## src/rtl/cordic_cossin_arbiter.sv

```systemverilog
// Round-robin arbiter sharing one serial cordicCosSin core between NREQ requesters.
// Define CORDIC_ARB_FIXED_PRIORITY_EN for fixed priority (lowest index wins) instead of round-robin.
module cordic_cossin_arbiter #(
    parameter int NREQ      = 4,
    parameter int PHI_WIDTH = 16,
    localparam int ID_WIDTH = $clog2(NREQ)
) (
    input  logic                      clk,
    input  logic                      reset,
    input  logic [NREQ-1:0]           req_valid,
    input  logic [NREQ*PHI_WIDTH-1:0] req_phi,
    output logic [NREQ-1:0]           req_ready,
    output logic                      core_st,
    output logic [PHI_WIDTH-1:0]      core_phi,
    input  logic                      core_rdy,
    input  logic [PHI_WIDTH-1:0]      core_cos,
    input  logic [PHI_WIDTH-1:0]      core_sin,
    output logic                      res_valid,
    output logic [ID_WIDTH-1:0]       res_id,
    output logic [PHI_WIDTH-1:0]      res_cos,
    output logic [PHI_WIDTH-1:0]      res_sin,
    output logic                      busy
);

    typedef enum logic [1:0] {IDLE, ISSUE, WAIT_LOW, WAIT_RDY} state_t;

    state_t                      state, state_nxt;
    logic [PHI_WIDTH-1:0]        phi_arr [NREQ];
    logic [PHI_WIDTH-1:0]        phi_reg;
    logic [ID_WIDTH-1:0]         id_reg;
    logic                        grant_any;
    logic [ID_WIDTH-1:0]         grant_idx;
    logic [ID_WIDTH-1:0]         cand;
    logic                        accept;
    logic                        capture;
    logic signed [PHI_WIDTH-1:0] cos_in, sin_in;

    for (genvar gi = 0; gi < NREQ; gi++) begin : g_unpack
        assign phi_arr[gi] = req_phi[gi*PHI_WIDTH +: PHI_WIDTH];
    end

`ifdef CORDIC_ARB_FIXED_PRIORITY_EN
    always_comb begin
        grant_any = 1'b0;
        grant_idx = '0;
        cand      = '0;
        for (int k = NREQ - 1; k >= 0; k--) begin
            cand = ID_WIDTH'(k);
            if (req_valid[cand]) begin
                grant_any = 1'b1;
                grant_idx = cand;
            end
        end
    end
`else
    logic [ID_WIDTH-1:0] ptr;
    logic [ID_WIDTH:0]   rr_sum;

    // Scan ptr+1, ptr+2, ... modulo NREQ; the last winner ends up lowest priority.
    always_comb begin
        grant_any = 1'b0;
        grant_idx = '0;
        cand      = '0;
        rr_sum    = '0;
        for (int k = 1; k <= NREQ; k++) begin
            rr_sum = {1'b0, ptr} + (ID_WIDTH+1)'(k);
            if (rr_sum >= (ID_WIDTH+1)'(NREQ))
                rr_sum = rr_sum - (ID_WIDTH+1)'(NREQ);
            cand = rr_sum[ID_WIDTH-1:0];
            if (!grant_any && req_valid[cand]) begin
                grant_any = 1'b1;
                grant_idx = cand;
            end
        end
    end
`endif

    // Grants wait for core_rdy so a stale completion after reset is never forwarded.
    assign accept    = reset && (state == IDLE) && core_rdy && grant_any;
    assign capture   = (state == WAIT_RDY) && core_rdy;
    assign req_ready = accept ? (NREQ'(1) << grant_idx) : '0;
    assign core_st   = (state == ISSUE);
    assign core_phi  = (state == IDLE) ? '0 : phi_reg;
    assign busy      = (state != IDLE);
    assign cos_in    = core_cos;
    assign sin_in    = core_sin;

    always_ff @(posedge clk or negedge reset) begin
        if (!reset) state <= IDLE;
        else        state <= state_nxt;
    end

    always_comb begin
        state_nxt = state;
        case (state)
            IDLE:     if (accept)    state_nxt = ISSUE;
            ISSUE:                   state_nxt = WAIT_LOW;
            WAIT_LOW: if (!core_rdy) state_nxt = WAIT_RDY;
            WAIT_RDY: if (core_rdy)  state_nxt = IDLE;
            default:                 state_nxt = IDLE;
        endcase
    end

    always_ff @(posedge clk or negedge reset) begin
        if (!reset) begin
            phi_reg   <= '0;
            id_reg    <= '0;
            res_valid <= 1'b0;
            res_id    <= '0;
            res_cos   <= '0;
            res_sin   <= '0;
`ifndef CORDIC_ARB_FIXED_PRIORITY_EN
            ptr       <= ID_WIDTH'(NREQ - 1);
`endif
        end else begin
            res_valid <= capture;
            if (accept) begin
                phi_reg <= phi_arr[grant_idx];
                id_reg  <= grant_idx;
`ifndef CORDIC_ARB_FIXED_PRIORITY_EN
                ptr     <= grant_idx;
`endif
            end
            if (capture) begin
                res_cos <= cos_in;
                res_sin <= sin_in;
                res_id  <= id_reg;
            end
        end
    end

endmodule

```

## config.mk

```make
export PLATFORM = sky130hd
export DESIGN_NAME = cordic_cossin_arbiter
export DESIGN_NICKNAME = d
export VERILOG_FILES = /design/src/rtl/cordic_cossin_arbiter.sv
export SDC_FILE = /design/constraint.sdc
export NUM_CORES = 1
export LEC_CHECK = 0
export ABC_AREA = 1
export CORE_MARGIN = 5
export CORE_UTILIZATION = 30
export DETAILED_ROUTE_END_ITERATION = 8
export GPL_TIMING_DRIVEN = 0
export MAX_ROUTING_LAYER = met4
export SLEW_MARGIN = 30
export SYNTH_ARGS = -nofsm -noshare
export SYNTH_HDL_FRONTEND = slang
export SYNTH_SLANG_ARGS = --single-unit
```

## constraint.sdc

```tcl
create_clock -name clk -period 2.44 [get_ports clk]
set_clock_uncertainty 0.2 [all_clocks]
set_input_delay 0.488 -clock clk [delete_from_list [all_inputs] [get_ports clk]]
set_output_delay 0.488 -clock clk [all_outputs]
set_load 0.01 [all_outputs]
```

==> results.toml <==
[yosys]
synth_cell_types = 27
ys_seq_area_share_pct = 42.90
yosys.cell_count.top_type = "nand2_1"
dominantRegCellSynth = "dfrtp_1"
synthArstFlopShare_pct = 100.0
syn_area_um2 = 3331
synth-seq-cells = 57
synth-edff-count = 0
netlist_instances = 480
synth_top_cells_by_count = "nand2_1 (198), inv_1 (76), dfrtp_1 (55)"
yosys.area.top_type_share_pct = 41.32
syn_nets = 588
synth_area_leaders = "dfrtp_1 (41%), nand2_1 (22%), inv_1 (8.6%)"
yosys_warnings = 0
yosysTopAreaCell = "dfrtp_1"
syn_area_per_cell_um2 = 6.939

[clock_tree]
cts_root_buf = "clkbuf_8"
clk_pin_slew_ns = 0.07
clockBufferDepth = 2
cts_tree = "yes"
clk_latency_ns = 0.32
htreeDepth = 3
cts-buffers-inserted = 9
numClockSinks = 57

[placement]
placed_area_um2 = 5115
dp_hpwl_um = 8208
placedCellCount = 780
port_buffers = 159
place_congestion = 0.8134

[timing]
setup_ws_ns = -0.4704
setup_viol = 20
fmax_ghz = 0.3436
fin_crit_ns = 2.910
hold_viol_final = 0
period_share_pct = 119.3
rsz0062_at_grt = "true"
relSlewSlack_pct = 66.30
drv_slew = 0
tightest_slew_ns = 0.5055
tns_ns = -2.979

[setup_path]
worst_path_dominant_cell_family = "buffers and inverters"
critPathArrivalTime_ns = 2.22
rrSetupSlack_ns = -0.13
cp.required_ns = 1.75
crit_buf_inv = 4
setup.worst_path.start_class = "flop"
crit_fanout = 10
crit_path_end_kind = "primary output"
slowest_delay_ns = 0.55
critPathKind = "reg2out"
rr_endpoint = "phi_reg[2]"
worst_r2r_path_depth = 19
reg2reg_from = "ptr[0]"
slowest_stage = "dfstp_2"
crit_chain = "buf_4 > nand2_1 > nand2_4 > nand2_4 > buf_4 > a21boi_4 > nand3_2 > buf_6 > nor2_1 > buf_2"

[global_routing]
antenna_found_initial = 0
grt_pass1_vias = 3659
grt_max_degree = 34
grt_use_total_pct = 16.96
overflow = 0
grt_pass1_wl_um = 17540

[die]
die_x_um = 115.4
fp.dieH_um = 115.4
pin_count = 160
die-area_um2 = 13310
core_um2 = 10840
rows = 38
start_util_pct = 30.72

[drt]
wl_per_cell_um = 13.62
num_vias = 3699
drt_iter0_drc = 205
drc = 0
totalWireLength_um = 11290
drt_first_pass_iters = 5
viasPerCell = 4.462
antenna_left = 0

[final_layout]
instances_no_fill = 829
areaGrowthSynthToFinish_pct = 78.10
nets = 792
drive_gt1_share_pct = 17.85
final_area_um2 = 5932
antenna_cells = 0

[outcome]
failed_checks = "setup timing"
status = "finished with violations"

[pwr]
p_leak_nw = 3.148
power_density_nw_per_um2 = 1359
vdd_drop_max_v = 0.0007787

[job]
max-cap-violations = 0

[hold_path]
hold_class = "in2async"
## what timing repair did
item	4_1_cts	5_1_grt
pin swaps	25	10
hold endpoints to repair	22	0
buffers inserted	26	6
cloned	1	0
hold buffers	2	0
gates resized for setup	83	35
setup endpoints to repair	22	37
## placed cells by master, fill, tap and decap left out, types with 3 or more instances in the layout
cell,instances
clkdlybuf4s50_1,136
nand3_4,4
inv_1,72
buf_2,5
o211ai_1,8
dfrtp_1,55
clkbuf_8,10
buf_4,30
ha_1,4
nand2_4,17
or2_0,8
clkbuf_1,6
dlygate4sd2_1,11
nand3_1,48
nand2_1,179
nor2_4,5
nor2_1,20
bufinv_16,3
buf_12,3
nor2_2,4
dlymetal6s2s_1,7
buf_6,10
nand2_2,8
o21ai_0,6
nand3_2,4
inv_2,5
## where the power goes
| group | total [mW] | internal (mW) | switching [mW] | leakage (nW) |
|---|---|---|---|---|
| clock | 1.07 | 0.705 | 0.370 | 0.120 |
| combinational | 5.39 | 2.53 | 2.87 | 2.31 |
| sequential | 1.60 | 1.38 | 0.212 | 0.714 |
| total | 8.06 | 4.62 | 3.45 | 3.15 |
## metrics by stage
stage                     util, %  setup slack [ns]  hold WS (ns)  total power [mW]
final                       54.72           -0.4704       0.04412             8.064
after global routing        54.72           -0.5572       0.07705             8.705
after CTS                   53.13           -0.3977        0.2828             7.811
after detailed placement    47.18            -1.012        0.2187             5.794
after global placement      47.02            -2.842        0.2613             5.737
after floorplan                 -          0.008496     -0.007591             4.141
## cell families (layout without fill, tap and decap cells)
logic type,after synthesis,in the layout,synth area share [%]
flops,57,57,42.90
buf+inv,99,307,12.62
simple gates,298,299,38.54
compound gates,21,21,4.057
fa+ha+maj,5,5,1.878
## cell type report
class	instances	area (um2)
clock buffer	11	141.4
multi-input combinational	325	1743
sequential	57	1429
fill	1036	4908
tap	140	175.2
timing repair buffer	194	1887
buffer	17	136.4
clock inverter	5	102.6
inverter	80	317.8
## worst max-delay path by stage
| stage | start | slack, ns | endpoint | cells after the start |
|---|---|---|---|---|
| 6_report | ptr[1] | -0.47 | req_ready[0] | 10 |
| 5_1_grt | ptr[1] | -0.56 | req_ready[0] | 10 |
| 4_1_cts | ptr[0] | -0.40 | req_ready[3] | 14 |
| 3_5_place_dp | req_valid[3] | -1.01 | req_ready[3] | 10 |
| 3_3_place_gp | reset | -2.84 | req_ready[3] | 8 |
| 2_1_floorplan | ptr[0] | 0.008 | req_ready[3] | 13 |
## layer usage
metal  up-vias  part of all wire, %  global-route usage, %  routed length (um)
met2       160                   46                  27.04                5213
met5         -                    0                      -                   0
met4         0                  1.2                  4.304                 140
met1      1668                   44                  21.43                4978
met3        14                  8.5                  4.526                 954
li1       1857                    -                      -                   -
No activity file was read; power rests on OpenSTA's default activity.
